File: src/rtl/hex_digit_scanner_pkg.sv
// Shared constants and small helpers for the four-digit multiplexed hex display scanner.
package hex_digit_scanner_pkg;

    localparam int NUM_DIGITS      = 4;
    localparam int DIGIT_W         = 4;
    localparam int DEFAULT_CLK_DIV = 50000;
    localparam int WORD_W          = NUM_DIGITS * DIGIT_W;
    localparam int IDX_W           = $clog2(NUM_DIGITS);

    function automatic logic [DIGIT_W-1:0] digit_of(input logic [WORD_W-1:0] word,
                                                    input logic [IDX_W-1:0]  idx);
        logic [DIGIT_W-1:0] d;
        d = '0;
        for (int k = 0; k < NUM_DIGITS; k++) begin
            if (idx == IDX_W'(k)) d = word[k*DIGIT_W +: DIGIT_W];
        end
        return d;
    endfunction

    function automatic logic [NUM_DIGITS-1:0] one_hot(input logic [IDX_W-1:0] idx);
        logic [NUM_DIGITS-1:0] oh;
        oh      = '0;
        oh[idx] = 1'b1;
        return oh;
    endfunction

    // True when digit idx and every more-significant digit are zero.
    function automatic logic upper_zero(input logic [WORD_W-1:0] word,
                                        input logic [IDX_W-1:0]  idx);
        logic z;
        z = 1'b1;
        for (int k = 0; k < NUM_DIGITS; k++) begin
            if (k >= int'(idx) && word[k*DIGIT_W +: DIGIT_W] != '0) z = 1'b0;
        end
        return z;
    endfunction

endpackage

File: src/rtl/hex_digit_scanner_tick_gen.sv
// Free-running prescaler: tick is high for one clock at the terminal count CLK_DIV-1.
module tick_gen
    import hex_digit_scanner_pkg::*;
#(
    parameter int CLK_DIV = DEFAULT_CLK_DIV
) (
    input  logic clk,
    input  logic rst_n,
    output logic tick
);

    localparam int              CNT_W = $clog2(CLK_DIV);
    localparam logic [CNT_W-1:0] LAST = CNT_W'(CLK_DIV - 1);

    logic [CNT_W-1:0] count;

    assign tick = (count == LAST);

    always_ff @(posedge clk or negedge rst_n) begin
        if (!rst_n) begin
            count <= '0;
        end else if (tick) begin
            count <= '0;
        end else begin
            count <= count + 1'b1;
        end
    end

endmodule

File: src/rtl/hex_digit_scanner.sv
// Four-digit hex display scanner with a one-deep pending buffer that only swaps into the
// displayed word at a frame boundary, plus optional leading-zero blanking.
module hex_digit_scanner
    import hex_digit_scanner_pkg::*;
#(
    parameter int CLK_DIV = DEFAULT_CLK_DIV
) (
    input  logic        clk,
    input  logic        rst_n,
    input  logic        load_valid,
    output logic        load_ready,
    input  logic [15:0] load_data,
    input  logic        blank_lz,
    output logic [3:0]  nibble,
    output logic [3:0]  digit_en,
    output logic        digit_blank,
    output logic        frame_start
);

    logic              tick;
    logic [IDX_W-1:0]  idx;
    logic [IDX_W-1:0]  idx_next;
    logic [WORD_W-1:0] pending;
    logic              pending_full;
    logic [WORD_W-1:0] display;
    logic [WORD_W-1:0] display_next;
    logic              accept;
    logic              transfer;

    tick_gen #(.CLK_DIV(CLK_DIV)) u_tick_gen (
        .clk   (clk),
        .rst_n (rst_n),
        .tick  (tick)
    );

    assign load_ready   = ~pending_full;
    assign accept       = load_valid & ~pending_full;
    assign transfer     = tick & (idx == IDX_W'(NUM_DIGITS - 1)) & pending_full;
    assign idx_next     = idx + 1'b1;
    // Outputs are registered from the post-tick view so they change on the tick edge itself.
    assign display_next = transfer ? pending : display;

    always_ff @(posedge clk or negedge rst_n) begin
        if (!rst_n) begin
            idx          <= '0;
            pending      <= '0;
            pending_full <= 1'b0;
            display      <= '0;
            nibble       <= '0;
            digit_en     <= 4'b0001;
            digit_blank  <= 1'b0;
            frame_start  <= 1'b0;
        end else begin
            if (accept) begin
                pending      <= load_data;
                pending_full <= 1'b1;
            end else if (transfer) begin
                pending_full <= 1'b0;
            end

            if (transfer) display <= pending;

            frame_start <= 1'b0;
            if (tick) begin
                idx         <= idx_next;
                nibble      <= digit_of(display_next, idx_next);
                digit_en    <= one_hot(idx_next);
                digit_blank <= blank_lz && (idx_next != '0) && upper_zero(display_next, idx_next);
                frame_start <= (idx_next == '0);
            end
        end
    end

endmodule

File: config.mk
export PLATFORM = sky130hd
export DESIGN_NAME = hex_digit_scanner
export DESIGN_NICKNAME = d
export VERILOG_FILES = /design/src/rtl/hex_digit_scanner_pkg.sv /design/src/rtl/hex_digit_scanner_tick_gen.sv /design/src/rtl/hex_digit_scanner.sv
export SDC_FILE = /design/constraint.sdc
export NUM_CORES = 1
export LEC_CHECK = 0
export BUFFER_PORTS_ARGS = -buffer_cell sky130_fd_sc_hd__clkbuf_2
export CAP_MARGIN = 25
export CORE_MARGIN = 8
export CORE_UTILIZATION = 30
export CTS_BUF_LIST = sky130_fd_sc_hd__clkbuf_4 sky130_fd_sc_hd__clkbuf_8
export DETAILED_ROUTE_END_ITERATION = 10
export SYNTH_ARGS = -nofsm -noshare
export SYNTH_HDL_FRONTEND = slang
export SYNTH_SLANG_ARGS = --single-unit
export TNS_END_PERCENT = 100
File: constraint.sdc
create_clock -name clk -period 7.3 [get_ports clk]
set_input_delay 0.365 -clock clk [delete_from_list [all_inputs] [get_ports clk]]
set_output_delay 0.365 -clock clk [all_outputs]
set_load 0.03 [all_outputs]
---- After elaboration in Yosys (flattened, before gate mapping) ----
Cells that the tools add are included.
cells by class
  eq/ne operators ......................... 5
  muxes and demuxes ....................... 16
  magnitude comparators ................... 5
  reductions and logical operators ........ 13
  $add $sub $neg .......................... 2
  multiply operators ...................... 0
  shift operators ......................... 0
  bitwise gates (word level) .............. 4
  divide/modulo/power cells ............... 0
operator list
  kind                                                                   count
  16-bit 2-to-1 mux                                                      2
  16-bit by 1-bit adder with 16-bit output, second input constant        1
  16-bit == test, second input constant                                  1
  4-bit 2-to-1 mux                                                       4
  4-bit nonzero test                                                     4
  1-bit 2-to-1 mux                                                       9
  2-bit == test, second input constant                                   3
  1-bit logical AND                                                      6
  1-bit by 2-bit >= comparator with 1-bit output, first input constant   2
  2-bit nonzero test                                                     2
  1-bit AND                                                              3
  2-bit by 3-bit < comparator with 1-bit output, second input constant   1
  2-bit by 1-bit adder with 2-bit output, second input constant          1
  1-bit demux with 2-bit select                                          1
  2-bit by 1-bit == test with 1-bit output, second input constant        1
  2-bit by 1-bit >= comparator with 1-bit output, second input constant  1
  2-bit >= comparator, first input constant                              1
  2-bit logical NOT                                                      1
  1-bit NOT                                                              1
storage, ports and cells
  bits in registers ....................... 61
  memories ................................ 0
  ROM bits ................................ 0
  input port bits ......................... 20
  logic and storage cells ................. 54
  latch bits .............................. 0
  memory bits (writable) .................. 0

---- Logic depth before layout (Yosys ltp) ----
Gate-level depths: netlist of run 1.
  word-level depth ........................ 12
  depth in mapped cells ................... 8

---- By module ----
A second synthesis of run 1 with hierarchy kept.
second synthesis, totals
  cell total of the unflattened synthesis .. 231
  area total of the unflattened synthesis .. 2795.2 um^2
modules (own cells, without submodules)
  module             sequential area each (um^2)  instances  area each (um^2)  cells an instance
  hex_digit_scanner  1127.3                       1          2033.2            164
  tick_gen           400.4                        1          762.0             67

---- Worst setup path after synthesis of run 1 ----
Ideal clock, no wire load.
  path kind ............................... flip-flop to flip-flop
  from .................................... register u_tick_gen.count[11]
  to ...................................... register nibble[1]
  cell stages (with the launch flop) ...... 7
  arrival ................................. 2.159 ns
  slack ................................... 5.021 ns
  setup time .............................. 0.120 ns
  cell sequence ........................... dfrtp_1 or4b_4 nor4_4 nand2_4 mux2_4 a211o_1 a31o_1
on the way
  cells in the longest elaborated chain, start to end .. 8
RTL lines
  item                           RTL line                          text
  start, declared                hex_digit_scanner_tick_gen.sv:15  logic [CNT_W-1:0] count;
  start signal, assigned         hex_digit_scanner_tick_gen.sv:25  count <= count + 1'b1;
  16-bit == test                 hex_digit_scanner_tick_gen.sv:17  assign tick = (count == LAST);
  1-bit AND (2 in a row)         hex_digit_scanner.sv:38           assign transfer = tick & (idx == IDX_W'(NUM_DIGITS - 1)) & pending_full;
  16-bit 2-to-1 mux              --
  named net display_next[1]      hex_digit_scanner.sv:26           logic [WORD_W-1:0] display_next;
  4-bit 2-to-1 mux (4 in a row)  hex_digit_scanner_pkg.sv:15       if (idx == IDX_W'(k)) d = word[k*DIGIT_W +: DIGIT_W];
  end signal, assigned           hex_digit_scanner.sv:66           nibble <= digit_of(display_next, idx_next);
  end, declared                  hex_digit_scanner.sv:14           output logic [3:0] nibble,
The timed path passes the listed nets, and every way through them passes these cells.
A chain may end at the register's enable or synchronous reset.

---- Worst setup path after layout of run 1 ----
  from .................................... register u_tick_gen.count[11]
  to ...................................... register nibble[0]
on the way
  cells in the longest elaborated chain, start to end .. 8
RTL lines
  item                           RTL line
  16-bit == test (*)             hex_digit_scanner_tick_gen.sv:17
  1-bit AND (2 in a row)         hex_digit_scanner.sv:38
  16-bit 2-to-1 mux              --
  4-bit 2-to-1 mux (4 in a row)  hex_digit_scanner_pkg.sv:15
Mark *: on every way between the ends. The rest lies on a longest branch, timed or not.

==> reports/metrics.csv, run 1 <==
stage;metric;value;unit
outcome;run_status;finished clean;
setup_path;critPathMaxStageDelay;740;ps
clocking;clkTransAtPathRegs;70;ps
synth;ys_top_cells_by_area;dfrtp_1 (54%), nand2_1 (7.6%), mux2_2 (7.2%), ha_1 (3.1%), nor2_1 (2.4%);
global_route;antenna_found_initial;0;
drt;wl_per_cell;14.9;µm
pwr;power_density;200;mW/mm²
pwr;peakVddDrop;0.0000868;V
clocking;cts-root-buf;clkbuf_8;
place;dp_hpwl;4400;µm
timing;post-route-period-util;0.414;
synth;synth-seq-area-share;0.546;
synth;netlist_area;0.00280;mm²
floorplanning;coreArea;0.00915;mm²
synth;synth_cell_types;39;
drt;drt_pre_antenna_iters;4;
min_path;hold_path.class;in -> reg;
synth;yosysMostFrequentCell;dfrtp_1;
setup_path;cp_max_fo;14;
synth;yosys_warnings;0;
clocking;cts_tree;yes;
floorplanning;die_w;113;µm
synth;synth_xor_area_frac;0.0438;
synth;synth-simple-area-share;0.200;
floorplanning;dieArea;0.0127;mm²
synth;synth_top_area_frac;0.536;
place;routabilityCongestion;0.842;
job;maxCapViolations;0;
setup_path;crit_arrival;3280;ps
setup_path;cp-start-kind;flip-flop;
clocking;htree_num_levels;3;
synth;synth-edff-count;0;
synth;synth_seq_cells;61;
synth;synth_top_family_by_area;simple AND/OR/NAND/NOR gates;
global_route;grt_pass1_wl;10600;µm
synth;syn_nets;287;
synth;synth_ff_type;dfrtp_1;
final_layout;drive_gt1_frac;0.253;
timing;rsz0062_at_grt;no;
synth;ys_async_sr_fraction;1.00;
setup_path;crit_chain;or4b_4, or4_1, nor2_1, nand2_1, and4_1, nor3_1;
timing;slew_violations;0;
pwr;power_leakage;1.62;nW
setup_path;end_kind;flip-flop;
timing;setup_violations;0;
synth;netlist_top_cells_count;dfrtp_1 (60), nand2_1 (57), mux2_2 (18), nor2_1 (18), nand3_1 (13);
final_layout;final_core_util;0.357;
timing;relSlewSlack;0.443;
place;portBuffers;30;
drt;final_antenna_net_count;0;
global_route;grt_max_degree;53;
timing;hold_viol;0;
setup_path;slowest_stage;nor2_1;
floorplanning;fp-row-count;35;
global_route;grt-ovfl-total;0;
clocking;cts_max_path_buffers;2;
clocking;clock_latency;340;ps
final_layout;num_antenna_cells;0;
synth;synth.area.mux_share;0.0921;
clocking;clock-sinks;61;
setup_path;worstSetupPathType;reg -> reg;
synth;synth-compound-area-share;0.0648;
synth;syn-instance-count;260;
floorplanning;start_util;0.306;
drt;viasPerCell;4.82;
clocking;post-cts-setup-buffers;0;
drt;drt_iter0_markers;100;
floorplanning;dieHeight;113;µm
synth;synthAdderAreaFrac;0.0313;
synth;yosys.area.top_type;dfrtp_1;
final_layout;area_growth;16.6;%
setup_path;crit_required;7560;ps
timing;setup_tns;0;ps
timing;clock.fmax;0.331;GHz
drt;drt_wl_total;6140;µm
timing;finClkSkew;10.1;ps
timing;tightest_slew;832;ps
clocking;cts_buffers;9;
synth;syn_area_per_cell;10.8;µm²
floorplanning;io_pins;31;
drt;vias;1980;
global_route;grt_pass1_vias;2100;
global_route;gr-usage-all-layers;0.106;
final_layout;final_nets;322;
drt;post-route-drc-count;0;
timing;period_minus_slack;3020;ps
cells by family (layout without fill, tap and decap cells):
kind of cell    count (synthesis)  count (layout)
simple gates                  116             116
flops                          61              61
mux                            22              22
buf+inv                        16              56
xor+xnor                       14              14
fa+ha+maj                       7               7
compound gates                 24              24
flip-flops by register name, indices dropped and copies added (netlist names):
name,flops
digit_blank,1
digit_en,4
display,16
frame_start,1
idx,2
nibble,4
pending,16
pending_full,1
u_tick_gen.count,16
routing by layer:
metal  GRT usage  vias up  share of wire
met4      0.0468        0          0.016
li1            -      968              -
met3      0.0349        8          0.058
met2       0.156       57           0.45
met1       0.138      947           0.47
met5           0        -              0
cell usage in the layout, fill, tap and decap left out, types with 2 or more instances in the layout:
cell       count
dfrtp_1       60
nand2_1       57
clkbuf_2      30
nor2_1        18
mux2_2        18
nand3_1       13
clkbuf_8      11
nand4_1        9
xor2_1         7
xnor2_1        7
ha_1           7
inv_1          6
o41ai_1        6
and3_1         3
o21ai_1        3
mux2_4         3
a211o_1        3
a31oi_1        3
a31o_1         3
clkinv_2       3
buf_4          3
nand4bb_1      2
nor3_1         2
and2_1         2
nor2b_1        2
a21oi_1        2
timing repair:
action | in CTS | in global routing
hold buffers | 1 | 0
hold endpoints to repair | 9 | 0
resized for setup | 0 | 0
metrics by stage:
| stage | hold slack [ps] | setup slack, ps | instance area [µm²] | power (mW) | instances |
|---|---|---|---|---|---|
| after floorplan | 69.4 | 5020 | 2800 | 0.370 | 260 |
| after global placement | 241 | 4350 | 3070 | 0.386 | 394 |
| after detailed placement | 245 | 4280 | 3070 | 0.387 | 394 |
| after CTS | 239 | 4250 | 3260 | 0.663 | 411 |
| after global routing | 238 | 4020 | 3260 | 0.680 | 411 |
| final | 252 | 4280 | 3260 | 0.653 | 411 |
where the power goes:
group	internal [mW]	total, mW	switching (mW)
combinational	0.0119	0.0221	0.0103
clock	0.144	0.273	0.129
sequential	0.348	0.358	0.00924
total	0.504	0.653	0.149
area by class of cell:
| cell class | instances | area [µm²] |
|---|---|---|
| multi-input cells | 183 | 1210 |
| fillers | 916 | 5890 |
| flip-flops and latches | 61 | 1530 |
| well taps | 111 | 139 |
| repair buffers | 34 | 183 |
| clock inverters | 4 | 22.5 |
| inverters | 6 | 22.5 |
| clock buffers | 12 | 159 |
worst max-delay path: cells and delay by family, from the launching register on:
kind / cells / cell delay, ps
AND/OR/NAND/NOR: 6 / 2500
flip-flops: 1 / 440
final timing paths:
path / start / endpoint / slack [ps] / cells after the start
hold reg to reg: digit_en[2]$_DFFE_PN0N_ / digit_en[2]$_DFFE_PN0N_ / 470 / 2
hold / removal: load_data[5] / pending[5]$_DFFE_PN0P_ / 250 / 2
min in group asynchronous: rst_n / u_tick_gen.count[9]$_DFF_PN0_ / 430 / 2
setup reg to reg: u_tick_gen.count[11]$_DFF_PN0_ / nibble[0]$_DFFE_PN0N_ / 4280 / 6
max in group asynchronous: rst_n / nibble[2]$_DFFE_PN0N_ / 5910 / 3
setup / recovery: u_tick_gen.count[11]$_DFF_PN0_ / nibble[0]$_DFFE_PN0N_ / 4280 / 6
(Power assumes the default switching activity.)
==> run 2, diff against run 1 <==
==> constraint.sdc (replaced) <==
create_clock -name clk -period 2.5 [get_ports clk]
set_input_delay 0.125 -clock clk [delete_from_list [all_inputs] [get_ports clk]]
set_output_delay 0.125 -clock clk [all_outputs]
set_load 0.03 [all_outputs]
==> run 2 against run 1 <==
  * Worst hold slack got worse by 240 ps
  * Wire length grew 3.0%
  * Critical path depth stayed put
  * Largest power group unchanged
  * Highest routed layer unchanged
==> reports/metrics.csv, run 2 (same netlist as run 1, synthesis figures left out) <==
stage;metric;value;unit;change
pwr;power_leakage;1.70;nW;+4.6%
floorplanning;fp-row-count;35;;unchanged
drt;drt_iter0_markers;143;;+43%
final_layout;num_antenna_cells;0;;unchanged
timing;rsz0062_at_grt;no;;
drt;wl_per_cell;14.9;µm;-0.13%
global_route;grt_pass1_wl;10800;µm;+1.9%
drt;viasPerCell;4.81;;-0.13%
clocking;cts_resized;0;;unchanged
drt;vias;2040;;+3.0%
clocking;post-cts-setup-buffers;0;;unchanged
final_layout;fin_cells;424;;+3.2%
final_layout;n_fill_cell;892;;-2.6%
floorplanning;dieHeight;113;µm;unchanged
floorplanning;die_w;113;µm;unchanged
clocking;cts_tree;yes;;
final_layout;area_growth;22.4;%;
final_layout;top_regs;display: 16 flops, pending: 16 flops, u_tick_gen.count: 16 flops;;
clocking;cts_max_path_buffers;2;;unchanged
pwr;p_total;2.10;mW;+220%
timing;setup_violations;0;;unchanged
timing;setup_tns;0;ps;unchanged
clocking;clock-sinks;61;;unchanged
floorplanning;coreArea;0.00915;mm²;unchanged
drt;post-route-drc-count;0;;unchanged
timing;finClkSkew;13.6;ps;+3.56 ps
global_route;grt_max_degree;26;;-51%
min_path;hold_path.class;in -> reg;;
place;portBuffers;30;;unchanged
pwr;peakVddDrop;0.000250;V;+190%
global_route;grt_pass1_vias;2074;;-1.2%
drt;drt_pre_antenna_iters;4;;unchanged
drt;wl_met2;2860;µm;+2.9%
timing;holdWs;8.52;ps;-244 ps
final_layout;final_nets;336;;+4.3%
drt;wl_met1;3050;µm;+5.0%
global_route;grt-ovfl-total;0;;unchanged
timing;post-route-period-util;0.937;;+0.523
job;maxCapViolations;0;;unchanged
timing;hold_viol;0;;unchanged
global_route;gr-usage-all-layers;0.110;;+0.00413
clocking;cts-root-buf;clkbuf_8;;
setup_path;cp-start-kind;flip-flop;;
floorplanning;io_pins;31;;unchanged
clocking;cts_buffers;9;;unchanged
drt;wl_met3;286;µm;-20%
place;placedCellCount;399;;+1.3%
setup_path;cp_max_fo;19;;+5
place;dp_hpwl;4600;µm;+4.5%
global_route;antenna_found_initial;0;;unchanged
final_layout;layout_common_cells;dfrtp_1 (60), nand2_1 (57), clkbuf_2 (30);;
floorplanning;start_util;0.306;;unchanged
setup_path;crit_arrival;2590;ps;-690 ps
drt;highest_layer;met4;;
timing;relSlewSlack;0.564;;+0.121
timing;clock.fmax;0.427;GHz;+29%
clocking;clock_latency;360;ps;+20 ps
timing;worst_slack;157;ps;-4120 ps
final_layout;final_common_cell;dfrtp_1;;
place;dp_slack;161;ps;-4120 ps
setup_path;crit_required;2740;ps;-4820 ps
pwr;power_density;611;mW/mm²;+210%
place;routabilityCongestion;0.837;;-0.63%
final_layout;regArea;0.00153;mm²;unchanged
drt;drt_wl_total;6330;µm;+3.0%
floorplanning;dieArea;0.0127;mm²;unchanged
timing;slew_violations;0;;unchanged
drt;final_antenna_net_count;0;;unchanged
setup_path;worstSetupPathType;reg -> reg;;
outcome;run_status;finished clean;;
clocking;htree_num_levels;3;;unchanged
final_layout;multi_input_area;0.00121;mm²;unchanged
timing;period_minus_slack;2340;ps;-677 ps
clocking;clkTransAtPathRegs;70;ps;about the same
final_layout;drive_gt1_frac;0.256;;+0.00226
setup_path;end_kind;flip-flop;;
timing;tightest_slew;653;ps;-179 ps
==> run 2: cell count changes in the layout (fill, tap and decap cells not counted), sizes merged <==
| cell | previous run | this run |
|---|---|---|
| dlygate4sd3 | 1 | 10 |
| buf | 3 | 8 |
| bufinv | 0 | 2 |
| clkinv | 3 | 1 |
| clkbuf | 42 | 41 |
==> run 2: final cells by class <==
cell class | count | area share
Clock buffer | 11 | 0.0424
Inverter | 6 | 0.00657
Tap cell | 111 | 0.0405
Clock inverter | 4 | 0.0212
Multi-Input combinational cell | 183 | 0.353
Timing Repair Buffer | 48 | 0.0905
Sequential cell | 61 | 0.446
==> run 2: per-stage QoR <==
step	instance area [µm²]	utilization
floorplan	2800	-
global placement	3110	0.340
detailed placement	3110	0.340
CTS	3410	0.372
global route	3430	0.374
finish	3430	0.374
==> run 2: path summary, 6_finish.rpt <==
path,depth (start not counted),start,slack (ps),to
max,6,u_tick_gen.count[7]$_DFF_PN0_,160,nibble[2]$_DFFE_PN0N_
min,2,load_data[7],9,pending[7]$_DFFE_PN0P_
min reg2reg,2,digit_en[2]$_DFFE_PN0N_,470,digit_en[2]$_DFFE_PN0N_
min in group asynchronous,2,rst_n,330,u_tick_gen.count[7]$_DFF_PN0_
max in group asynchronous,3,rst_n,1400,digit_en[0]$_DFFE_PN1N_
max reg2reg,6,u_tick_gen.count[7]$_DFF_PN0_,160,nibble[2]$_DFFE_PN0N_
==> run 2: power by group <==
group          internal (mW)  switching (mW)
Combinational         0.0447          0.0316
Clock                  0.592           0.382
Sequential              1.02          0.0271
==> run 2: layer usage <==
| metal | GRT usage | vias up |
|---|---|---|
| met5 | 0 | - |
| met4 | 0.0450 | 0 |
| li1 | - | 989 |
| met3 | 0.0397 | 13 |
| met1 | 0.143 | 995 |
| met2 | 0.160 | 43 |
==> run 2: timing repair <==
item	4_1_cts	5_1_grt
endpoints found under the hold margin	30	2
hold buffers	8	2
setup endpoints to repair	0	0
==> run 2: worst max-delay path: stages (launching register included) <==
cell and delay, ps:
dfrtp_1 400, or4b_4 560, nor4_4 220, nand2_4 210, mux2_4 350, a211o_1 290
a31o_1 170
==> run 3, diff against run 2 <==
--- a/config.mk
+++ b/config.mk
@@ -8,9 +8,10 @@
 export BUFFER_PORTS_ARGS = -buffer_cell sky130_fd_sc_hd__clkbuf_2
 export CAP_MARGIN = 25
 export CORE_MARGIN = 8
-export CORE_UTILIZATION = 30
+export CORE_UTILIZATION = 54
 export CTS_BUF_LIST = sky130_fd_sc_hd__clkbuf_4 sky130_fd_sc_hd__clkbuf_8
 export DETAILED_ROUTE_END_ITERATION = 10
+export PLACE_DENSITY = 0.77
 export SYNTH_ARGS = -nofsm -noshare
 export SYNTH_HDL_FRONTEND = slang
 export SYNTH_SLANG_ARGS = --single-unit
==> run 3 against run 2 <==
  * Clock power grew 1%
  * Worst setup slack improved by 14 ps
  * Final area decreased by 3.8%
  * Via count is 1.2% lower
  * Wire length is 8.5% lower
  * Die area down 39%
  * Highest routed layer unchanged
  * Global-route usage is 5.6 points higher
  * Clock skew shrank 0.88 ps
  * Critical path type unchanged
==> reports/metrics.csv, run 3 (same netlist as run 1, synthesis figures left out) <==
stage;metric;value;unit;change
final_layout;n_fill_cell;372;;-58%
clocking;cts_tree;yes;;
floorplanning;die_w;88.0;µm;-22%
global_route;antenna_found_initial;0;;unchanged
drt;drt_pre_antenna_iters;4;;unchanged
place;routabilityCongestion;0.868;;+3.8%
global_route;grt_pass1_wl;9630;µm;-11%
final_layout;postLayoutCellArea;0.00330;mm²;-3.8%
setup_path;cp_max_fo;5;;-14
floorplanning;dieArea;0.00774;mm²;-39%
timing;holdWs;12.9;ps;+4.35 ps
timing;finClkSkew;12.7;ps;-0.882 ps
clocking;clock_latency;340;ps;-20 ps
drt;drt_iter0_markers;109;;-24%
timing;hold_viol;0;;unchanged
drt;post-route-drc-count;0;;unchanged
setup_path;crit_chain;or4b_4, or4_4, or3_1, a221oi_1, nor3_1;;
clocking;post-cts-setup-buffers;0;;unchanged
floorplanning;coreArea;0.00504;mm²;-45%
pwr;power_density;635;mW/mm²;+3.8%
place;placedCellCount;357;;-11%
timing;tightest_slew;742;ps;+88.6 ps
final_layout;area_growth;17.8;%;
setup_path;crit_required;2710;ps;-30 ps
drt;wl_per_cell;15.5;µm;+3.8%
final_layout;final_nets;326;;-3.0%
drt;final_antenna_net_count;0;;unchanged
setup_path;cp-start-kind;flip-flop;;
final_layout;top_regs;display: 16 flops, pending: 16 flops, u_tick_gen.count: 16 flops;;
setup_path;crit_family;simple AND/OR/NAND/NOR gates;;
drt;viasPerCell;5.39;;+12%
drt;drt_wl_total;5790;µm;-8.5%
timing;relSlewSlack;0.505;;-0.0591
pwr;power_leakage;1.66;nW;-2.1%
global_route;grt-ovfl-total;0;;unchanged
final_layout;num_antenna_cells;0;;unchanged
setup_path;cp_num_buf_inv;0;;unchanged
timing;setup_tns;0;ps;unchanged
setup_path;critPathMaxStageDelay;550;ps;about the same
global_route;grt_max_degree;62;;+140%
floorplanning;io_pins;31;;unchanged
outcome;run_status;finished clean;;
setup_path;crit_arrival;2540;ps;-50 ps
clocking;cts-root-buf;clkbuf_8;;
timing;clock.fmax;0.429;GHz;+0.61%
floorplanning;fp-row-count;26;;-26%
place;portBuffers;30;;unchanged
job;maxCapViolations;0;;unchanged
clocking;clock-sinks;61;;unchanged
setup_path;worstSetupPathType;reg -> reg;;
setup_path;slowest_stage;or4b_4;;
timing;period_minus_slack;2330;ps;-14.2 ps
clocking;cts_max_path_buffers;2;;unchanged
floorplanning;start_util;0.555;;+0.249
clocking;htree_num_levels;3;;unchanged
drt;vias;2015;;-1.2%
floorplanning;dieHeight;88.0;µm;-22%
clocking;cts_buffers;9;;unchanged
setup_path;end_kind;flip-flop;;
final_layout;fin_cells;374;;-12%
final_layout;final_common_cell;dfrtp_1;;
pwr;peakVddDrop;0.000645;V;+160%
global_route;grt_pass1_vias;2049;;-1.2%
place;postPlaceCellArea;0.00305;mm²;-1.9%
final_layout;drive_gt1_frac;0.270;;+0.0141
timing;rsz0062_at_grt;no;;
clocking;clkTransAtPathRegs;70;ps;about the same
timing;slew_violations;0;;unchanged
final_layout;layout_common_cells;dfrtp_1 (60), nand2_1 (57), clkbuf_2 (30);;
min_path;hold_path.class;in -> reg;;
global_route;gr-usage-all-layers;0.165;;+0.0557
place;dp_hpwl;4210;µm;-8.3%
timing;setup_violations;0;;unchanged
timing;post-route-period-util;0.931;;-0.00568
-- run 3: layout make-up --
| cell class | instances | area, µm² | share of cell area |
|---|---|---|---|
| sequential | 61 | 1530 | 0.463 |
| multi-input combinational | 183 | 1220 | 0.370 |
| timing repair buffer | 38 | 213 | 0.0645 |
| clock buffer | 12 | 153 | 0.0463 |
| clock inverter | 4 | 72.6 | 0.0220 |
| tap | 70 | 87.6 | 0.0266 |
| inverter | 6 | 22.5 | 0.00683 |
-- run 3: worst paths after layout --
check	start	endpoint	slack [ps]	cells after the start
setup / recovery	u_tick_gen.count[11]$_DFF_PN0_	nibble[0]$_DFFE_PN0N_	170	5
hold / removal	load_data[1]	pending[1]$_DFFE_PN0P_	10	2
setup reg to reg	u_tick_gen.count[11]$_DFF_PN0_	nibble[0]$_DFFE_PN0N_	170	5
hold reg to reg	digit_en[2]$_DFFE_PN0N_	digit_en[2]$_DFFE_PN0N_	470	2
max in group asynchronous	rst_n	pending_full$_DFFE_PN0P_	1530	3
min in group asynchronous	rst_n	u_tick_gen.count[4]$_DFF_PN0_	470	3
-- run 3: power breakdown --
part / total [mW] / internal, mW / switching [mW]
sequential: 1.04 / 1.02 / 0.0267
clock: 0.986 / 0.609 / 0.377
combinational: 0.0627 / 0.0346 / 0.0281
total: 2.09 / 1.66 / 0.431
-- run 3: stage by stage --
step                utilization  total power [mW]  worst slack [ps]
finish                    0.654              2.09               171
global route              0.654              2.16              62.8
CTS                       0.652              2.11              56.7
detailed placement        0.605              1.13               109
global placement          0.605              1.12               198
floorplan                     -              1.08               221
-- run 3: what timing repair did --
action,4_1_cts,5_1_grt
hold buffers,1,0
setup endpoints to repair,0,9
resized for setup,0,3
hold endpoints to repair,60,0
-- run 3: per-layer routing --
metal  up-vias  global-route usage  wire length [µm]
met5         -                   0                 0
met4         0               0.106               141
met3        16              0.0403               216
met2        50               0.264              2830
met1       977               0.195              2600
li1        972                   -                 -
